**src/rtl/pipe_hazard_if.sv**
```systemverilog
// Pipeline-to-hazard-controller bundle: hazard/memory status in, register enables and perf counters out.
interface pipe_hazard_if #(
    parameter int unsigned CNT_W = 32
);
    localparam int unsigned REG_W = 5;

    logic             idex_memread;
    logic [REG_W-1:0] idex_wn;
    logic [REG_W-1:0] ifid_rs;
    logic [REG_W-1:0] ifid_rt;
    logic             ifid_uses_rt;
    logic             branch_taken;
    logic             dmem_req;
    logic             dmem_ready;

    logic             en_pc;
    logic             en_ifid;
    logic             en_idex;
    logic             en_exmem;
    logic             en_memwb;
    logic             flush_ifid;
    logic             bubble_idex;
    logic             mem_err;
    logic [CNT_W-1:0] stall_cycles;
    logic [CNT_W-1:0] flush_count;

    modport master (
        output idex_memread, idex_wn, ifid_rs, ifid_rt, ifid_uses_rt,
               branch_taken, dmem_req, dmem_ready,
        input  en_pc, en_ifid, en_idex, en_exmem, en_memwb,
               flush_ifid, bubble_idex, mem_err, stall_cycles, flush_count
    );

    modport slave (
        input  idex_memread, idex_wn, ifid_rs, ifid_rt, ifid_uses_rt,
               branch_taken, dmem_req, dmem_ready,
        output en_pc, en_ifid, en_idex, en_exmem, en_memwb,
               flush_ifid, bubble_idex, mem_err, stall_cycles, flush_count
    );
endinterface

```
**src/rtl/pipe_hazard_ctrl.sv**
```systemverilog
// Stall/flush controller for the 5-stage pipeline: load-use stalls, branch flushes,
// multi-cycle data-memory waits with a timeout watchdog, and saturating perf counters.
module pipe_hazard_ctrl #(
    parameter int unsigned MEM_TIMEOUT = 64,
    parameter int unsigned CNT_W       = 32
) (
    input  logic         clk,
    input  logic         rst,
    pipe_hazard_if.slave bus
);
    localparam int unsigned       WAIT_W   = $clog2(MEM_TIMEOUT + 1);
    localparam logic [WAIT_W-1:0] WAIT_MAX = WAIT_W'(MEM_TIMEOUT);
    localparam logic [CNT_W-1:0]  CNT_MAX  = '1;

    typedef enum logic {RUN, MEM_WAIT} state_t;

    state_t             state_q, state_d;
    logic [WAIT_W-1:0]  wait_q, wait_d;
    logic               mem_err_q, mem_err_d;
    logic [CNT_W-1:0]   stall_q, stall_d;
    logic [CNT_W-1:0]   flush_q, flush_d;

    logic lu_c, mw_c, done_c, issue_c;
    logic en_front_c, en_back_c, flush_c, bubble_c;

    // Hazard detection; register 0 never creates a dependency.
    always_comb begin
        lu_c   = bus.idex_memread && (bus.idex_wn != '0) &&
                 ((bus.idex_wn == bus.ifid_rs) ||
                  (bus.ifid_uses_rt && (bus.idex_wn == bus.ifid_rt)));
        mw_c   = bus.dmem_req && !bus.dmem_ready;
        done_c = bus.dmem_req && bus.dmem_ready;
    end

    // Next state and combinational enables; issue_c means "memory is not holding the pipe".
    always_comb begin
        state_d    = state_q;
        wait_d     = wait_q;
        mem_err_d  = mem_err_q;
        issue_c    = 1'b0;
        en_front_c = 1'b0;
        en_back_c  = 1'b0;
        flush_c    = 1'b0;
        bubble_c   = 1'b0;

        if (!rst) begin
            unique case (state_q)
                RUN: begin
                    if (mw_c) begin
                        state_d = MEM_WAIT;
                        wait_d  = WAIT_W'(1);
                    end else begin
                        issue_c = 1'b1;
                    end
                end
                MEM_WAIT: begin
                    if (done_c) begin
                        issue_c = 1'b1;
                        state_d = RUN;
                        wait_d  = '0;
                    end else if (wait_q >= WAIT_MAX) begin
                        // Abandon the access: release the whole pipe for this cycle.
                        en_front_c = 1'b1;
                        en_back_c  = 1'b1;
                        mem_err_d  = 1'b1;
                        state_d    = RUN;
                        wait_d     = '0;
                    end else begin
                        wait_d = wait_q + WAIT_W'(1);
                    end
                end
                default: begin
                    state_d = RUN;
                    wait_d  = '0;
                end
            endcase

            if (issue_c) begin
                en_back_c  = 1'b1;
                en_front_c = !lu_c;
                bubble_c   = lu_c;
                flush_c    = !lu_c && bus.branch_taken;
            end
        end
    end

    // Saturating performance counters.
    always_comb begin
        stall_d = stall_q;
        flush_d = flush_q;
        if (!en_front_c && (stall_q != CNT_MAX)) stall_d = stall_q + CNT_W'(1);
        if (flush_c && (flush_q != CNT_MAX))     flush_d = flush_q + CNT_W'(1);
    end

    always_ff @(posedge clk) begin
        if (rst) begin
            state_q   <= RUN;
            wait_q    <= '0;
            mem_err_q <= 1'b0;
            stall_q   <= '0;
            flush_q   <= '0;
        end else begin
            state_q   <= state_d;
            wait_q    <= wait_d;
            mem_err_q <= mem_err_d;
            stall_q   <= stall_d;
            flush_q   <= flush_d;
        end
    end

    assign bus.en_pc        = en_front_c;
    assign bus.en_ifid      = en_front_c;
    assign bus.en_idex      = en_back_c;
    assign bus.en_exmem     = en_back_c;
    assign bus.en_memwb     = en_back_c;
    assign bus.flush_ifid   = flush_c;
    assign bus.bubble_idex  = bubble_c;
    assign bus.mem_err      = mem_err_q;
    assign bus.stall_cycles = stall_q;
    assign bus.flush_count  = flush_q;
endmodule

```
**src/flat_wrapper.sv**
```systemverilog
// flat-port wrapper written by rule: the top's interface ports become plain ports
module pipe_hazard_ctrl_flat 
#(
    parameter int unsigned MEM_TIMEOUT = 64,
    parameter int unsigned CNT_W       = 32
)
  (clk, rst, bus_idex_memread, bus_idex_wn, bus_ifid_rs, bus_ifid_rt, bus_ifid_uses_rt, bus_branch_taken, bus_dmem_req, bus_dmem_ready, bus_en_pc, bus_en_ifid, bus_en_idex, bus_en_exmem, bus_en_memwb, bus_flush_ifid, bus_bubble_idex, bus_mem_err, bus_stall_cycles, bus_flush_count);
  pipe_hazard_if #(.CNT_W(CNT_W)) bus_i ();
  input  logic clk;
  input  logic rst;
  input wire logic [$bits(bus_i.idex_memread)-1:0] bus_idex_memread;
  input wire logic [$bits(bus_i.idex_wn)-1:0] bus_idex_wn;
  input wire logic [$bits(bus_i.ifid_rs)-1:0] bus_ifid_rs;
  input wire logic [$bits(bus_i.ifid_rt)-1:0] bus_ifid_rt;
  input wire logic [$bits(bus_i.ifid_uses_rt)-1:0] bus_ifid_uses_rt;
  input wire logic [$bits(bus_i.branch_taken)-1:0] bus_branch_taken;
  input wire logic [$bits(bus_i.dmem_req)-1:0] bus_dmem_req;
  input wire logic [$bits(bus_i.dmem_ready)-1:0] bus_dmem_ready;
  output wire logic [$bits(bus_i.en_pc)-1:0] bus_en_pc;
  output wire logic [$bits(bus_i.en_ifid)-1:0] bus_en_ifid;
  output wire logic [$bits(bus_i.en_idex)-1:0] bus_en_idex;
  output wire logic [$bits(bus_i.en_exmem)-1:0] bus_en_exmem;
  output wire logic [$bits(bus_i.en_memwb)-1:0] bus_en_memwb;
  output wire logic [$bits(bus_i.flush_ifid)-1:0] bus_flush_ifid;
  output wire logic [$bits(bus_i.bubble_idex)-1:0] bus_bubble_idex;
  output wire logic [$bits(bus_i.mem_err)-1:0] bus_mem_err;
  output wire logic [$bits(bus_i.stall_cycles)-1:0] bus_stall_cycles;
  output wire logic [$bits(bus_i.flush_count)-1:0] bus_flush_count;
  assign bus_i.idex_memread = bus_idex_memread;
  assign bus_i.idex_wn = bus_idex_wn;
  assign bus_i.ifid_rs = bus_ifid_rs;
  assign bus_i.ifid_rt = bus_ifid_rt;
  assign bus_i.ifid_uses_rt = bus_ifid_uses_rt;
  assign bus_i.branch_taken = bus_branch_taken;
  assign bus_i.dmem_req = bus_dmem_req;
  assign bus_i.dmem_ready = bus_dmem_ready;
  assign bus_en_pc = bus_i.en_pc;
  assign bus_en_ifid = bus_i.en_ifid;
  assign bus_en_idex = bus_i.en_idex;
  assign bus_en_exmem = bus_i.en_exmem;
  assign bus_en_memwb = bus_i.en_memwb;
  assign bus_flush_ifid = bus_i.flush_ifid;
  assign bus_bubble_idex = bus_i.bubble_idex;
  assign bus_mem_err = bus_i.mem_err;
  assign bus_stall_cycles = bus_i.stall_cycles;
  assign bus_flush_count = bus_i.flush_count;
  pipe_hazard_ctrl #(.MEM_TIMEOUT(MEM_TIMEOUT), .CNT_W(CNT_W)) u_core (.clk(clk), .rst(rst), .bus(bus_i));
endmodule
```
**config.mk**
```make
export PLATFORM = sky130hd
export DESIGN_NAME = pipe_hazard_ctrl_flat
export DESIGN_NICKNAME = d
export VERILOG_FILES = /design/src/rtl/pipe_hazard_if.sv /design/src/rtl/pipe_hazard_ctrl.sv /design/src/flat_wrapper.sv
export SDC_FILE = /design/constraint.sdc
export NUM_CORES = 1
export LEC_CHECK = 0
export CAP_MARGIN = 25
export CORE_MARGIN = 8
export CORE_UTILIZATION = 40
export DETAILED_ROUTE_END_ITERATION = 16
export GPL_ROUTABILITY_DRIVEN = 0
export HOLD_SLACK_MARGIN = 0.15
export PLACE_DENSITY = 0.63
export SLEW_MARGIN = 20
export SYNTH_ARGS = -nofsm -noshare
export SYNTH_HDL_FRONTEND = slang
export SYNTH_SLANG_ARGS = --single-unit
export TNS_END_PERCENT = 20
```
**constraint.sdc**
```tcl
create_clock -name clk -period 3 [get_ports clk]
set_clock_uncertainty 0.1 [all_clocks]
set_input_delay 0.6 -clock clk [delete_from_list [all_inputs] [get_ports clk]]
set_output_delay 0.6 -clock clk [all_outputs]
set_load 0.005 [all_outputs]
```
==> results_dict.tcl <==
set metrics [dict create \
    status "complete, no violations" \
    port_buffers 93 \
    max_cap_violations 0 \
    power_density_nw_per_um2 378.7 \
    static_leakage_nw 1.945 \
    setup-violations-final 0 \
    grt_setup_unrepaired "yes" \
    row_count 35 \
    path_max_fanout 3 \
    drt_iter0_markers 156 \
    postLayoutCoreUtil_pct 57.60 \
    ctsRootBufferMaster "sky130_fd_sc_hd__clkbuf_8" \
    worstSetupPathType "in2out" \
    timing.critical_path.cells "clkdlybuf4s50_1, xnor2_1, nand2_1, o22a_1, o31a_1, buf_4, dlygate4sd2_1" \
    final.hold.worst_slack_ns 0.3768 \
    post_route_cells_drive_above_1_share_pct 12.30 \
    dr_total_vias 3578 \
    timing.max_slew.rel_slack_pct 65.71 \
    synth-seq-cells 73 \
    fin_nets 590 \
    cp_capture_type "output port" \
    post_synth.cell_area_avg_um2 8.435 \
    cts_tree "built" \
    number_of_antenna_violations_at_the_first_check_in_global_routing 0 \
    most-common-layout-cells "sky130_fd_sc_hd__clkdlybuf4s50_1, sky130_fd_sc_hd__nor2_1, sky130_fd_sc_hd__dfxtp_1" \
    timing_hold_violations_final 0 \
    post-route-period-util_pct 97.24 \
    slew_at_the_pin_closest_to_its_max_slew_limit_ns 0.5100 \
    grt_first_pass_wirelength_um 16720 \
    floorplan.initialDensity_pct 41.35 \
    number_of_vias_per_cell_after_detailed_routing 5.126 \
    die_area_um2 12940 \
    postSynthNetCount 479 \
    slew_violations 0 \
    worst_setup_path_start_kind "primary input" \
    synth_top_cell_by_area "sky130_fd_sc_hd__dfxtp_1" \
    cp.buffers_inverters 3 \
    synth_top_cells_by_area "sky130_fd_sc_hd__dfxtp_1, sky130_fd_sc_hd__xnor2_1, sky130_fd_sc_hd__nor2_1" \
    globalRouteTotalUtil_pct 15.64 \
    timing.final.crit_period_ns 2.917 \
    drtPass1Iterations 4 \
    cp.arrival_ns 2.22 \
    cp_top_family "buffers and inverters" \
    design.core.area_um2 9240 \
    synth_top_area_share_pct 38.24 \
    synth-seq-area-share_pct 38.24 \
    synth-async-reset-ratio_pct 0 \
    postPlaceCellArea_um2 4981 \
    global_route.usage.met3_pct 5.071 \
    cp_slowest_stage_delay_ns 0.49 \
    groute.layer.met2.usage_pct 25.48 \
    global_route.usage.met1_pct 18.68 \
    fmaxAchievable_mhz 342.8 \
    most_instantiated_flip_flop_cell_in_the_synthesis_netlist "sky130_fd_sc_hd__dfxtp_1" \
    clock-sinks 73 \
    grt_most_used_layer "met2" \
    post-route-drc-count 0 \
    synthDistinctLibCells 53 \
    first_global_vias 3479 \
    ctsLongestPathBuffers 2 \
    postSynthCellCount 453 \
    clock_latency_ns 0.34 \
    ir_worst_vdd_mv 0.2720 \
    number_of_placed_instances_with_taps_included 678 \
    finalInstanceArea_um2 5323 \
    cts_buffers 9 \
    holdBufCountCts 0 \
    totalNegativeSetupSlack_ns 0 \
    hpwlAfterDp_um 7460 \
    ctsHtreeMaxLevel 3 \
    yosys_warnings 0 \
    wirelength_um 10200 \
    drt.antenna.violating_nets 0 \
    antenna-diode-count 0 \
    synth_enable_flop_cells 0 \
    clock_slew_at_reported_path_ffs_ns 0.08 \
    area_delta_synth_final_pct 39.29 \
    mappedNetlistArea_um2 3821 \
    routed_wire_length_per_instance_um 14.62 \
    final_common_cell "sky130_fd_sc_hd__clkdlybuf4s50_1" \
    register_to_register_path_setup_slack_ns 0.21 \
    die_width_um 113.7 \
    critical_path.slowest_cell "sky130_fd_sc_hd__clkdlybuf4s50_1" \
    io_pins 94 \
    stdcell_count 698 \
    largest_net_degree_at_the_start_of_global_routing 47 \
    grt_overflow 0 \
    dieHeight_um 113.7 \
    min_path_type "reg2reg" \
    cp_data_required_time_ns 2.30 \
]
flip-flops by register name, summed over array words and instances (netlist names):
register,cells
u_core.wait_q,7
u_core.state_q,1
u_core.bus.mem_err,1
u_core.bus.flush_count,32
u_core.bus.stall_cycles,32
path summary, 6_finish.rpt:
path	end	depth (start not counted)	startpoint
max	bus_en_ifid	7	bus_ifid_rt[0]
min	u_core.bus.mem_err	2	u_core.bus.mem_err
max reg2reg	u_core.bus.stall_cycles[27]	7	u_core.bus.stall_cycles[8]
min reg2reg	u_core.bus.mem_err	2	u_core.bus.mem_err
cells by family after synthesis:
family / after synthesis / synth area share [%]
muxes: 4 / 1.146
buffers and inverters: 31 / 4.093
DFF: 73 / 38.24
adders and majority gates: 4 / 1.310
xor gates and xnor gates: 63 / 14.44
AOI/OAI and AO/OA: 40 / 6.746
and+or+nand+nor: 238 / 34.02
per-layer routing:
layer / vias to the layer above / part of all wire (%)
met5: - / 0
met4: 0 / 0.98
met3: 8 / 7.2
met2: 82 / 47
met1: 1695 / 45
li1: 1793 / -
power by group:
group / switching (W) / total (W) / internal (W)
registers: 0.0000118 / 0.000988 / 0.000976
logic: 0.0000855 / 0.000179 / 0.0000940
clock network: 0.000380 / 0.000848 / 0.000468
synthesized netlist by cell type (2+ instances only):
cell	instances
sky130_fd_sc_hd__a211oi_1	3
sky130_fd_sc_hd__a21oi_1	12
sky130_fd_sc_hd__a31o_2	2
sky130_fd_sc_hd__and2_1	4
sky130_fd_sc_hd__and3_1	15
sky130_fd_sc_hd__and4_1	11
sky130_fd_sc_hd__buf_2	5
sky130_fd_sc_hd__buf_4	3
sky130_fd_sc_hd__buf_6	3
sky130_fd_sc_hd__clkbuf_1	12
sky130_fd_sc_hd__dfxtp_1	73
sky130_fd_sc_hd__ha_1	4
sky130_fd_sc_hd__inv_1	7
sky130_fd_sc_hd__mux2_1	2
sky130_fd_sc_hd__nand2_1	32
sky130_fd_sc_hd__nand2b_1	3
sky130_fd_sc_hd__nand3_1	27
sky130_fd_sc_hd__nand3b_1	3
sky130_fd_sc_hd__nand4_1	17
sky130_fd_sc_hd__nor2_1	73
sky130_fd_sc_hd__nor2b_1	8
sky130_fd_sc_hd__nor3_1	20
sky130_fd_sc_hd__nor3b_1	2
sky130_fd_sc_hd__nor4_1	5
sky130_fd_sc_hd__nor4_2	4
sky130_fd_sc_hd__nor4_4	3
sky130_fd_sc_hd__o21a_1	2
sky130_fd_sc_hd__o21ai_0	8
sky130_fd_sc_hd__o22ai_1	2
sky130_fd_sc_hd__or3_1	3
sky130_fd_sc_hd__or4_1	2
sky130_fd_sc_hd__xnor2_1	44
sky130_fd_sc_hd__xor2_1	19
repair_timing:
item                       CTS  global route
pin swaps                    5             9
gates resized for setup     14            15
setup endpoints to repair    6            22
setup buffers                2             2
worst register-to-register path, cell delays in order, from the launching register on:
cell and delay, ns:
sky130_fd_sc_hd__dfxtp_1 0.48, sky130_fd_sc_hd__nand4_1 0.18, sky130_fd_sc_hd__nor4_2 0.52, sky130_fd_sc_hd__nor2b_1 0.27
sky130_fd_sc_hd__nand3_1 0.27, sky130_fd_sc_hd__nor4_4 0.37, sky130_fd_sc_hd__and3_1 0.20, sky130_fd_sc_hd__mux2_1 0.31
stage by stage:
step | setup slack (ns) | total power [W]
floorplan | 0.4254 | 0.001092
global placement | -0.3570 | 0.001175
detailed placement | -0.4074 | 0.001179
CTS | -0.1953 | 0.002037
global route | -0.009436 | 0.002093
finish | 0.08274 | 0.002015
cell type report:
type | instances | area (µm²)
Timing Repair Buffer | 124 | 1191
Sequential cell | 73 | 1461
Inverter | 7 | 26.28
Fill cell | 859 | 3918
Clock inverter | 7 | 95.09
Clock buffer | 9 | 123.9
Multi-Input combinational cell | 349 | 2263
Tap cell | 129 | 161.4
Power figures use the tool's default switching activity.
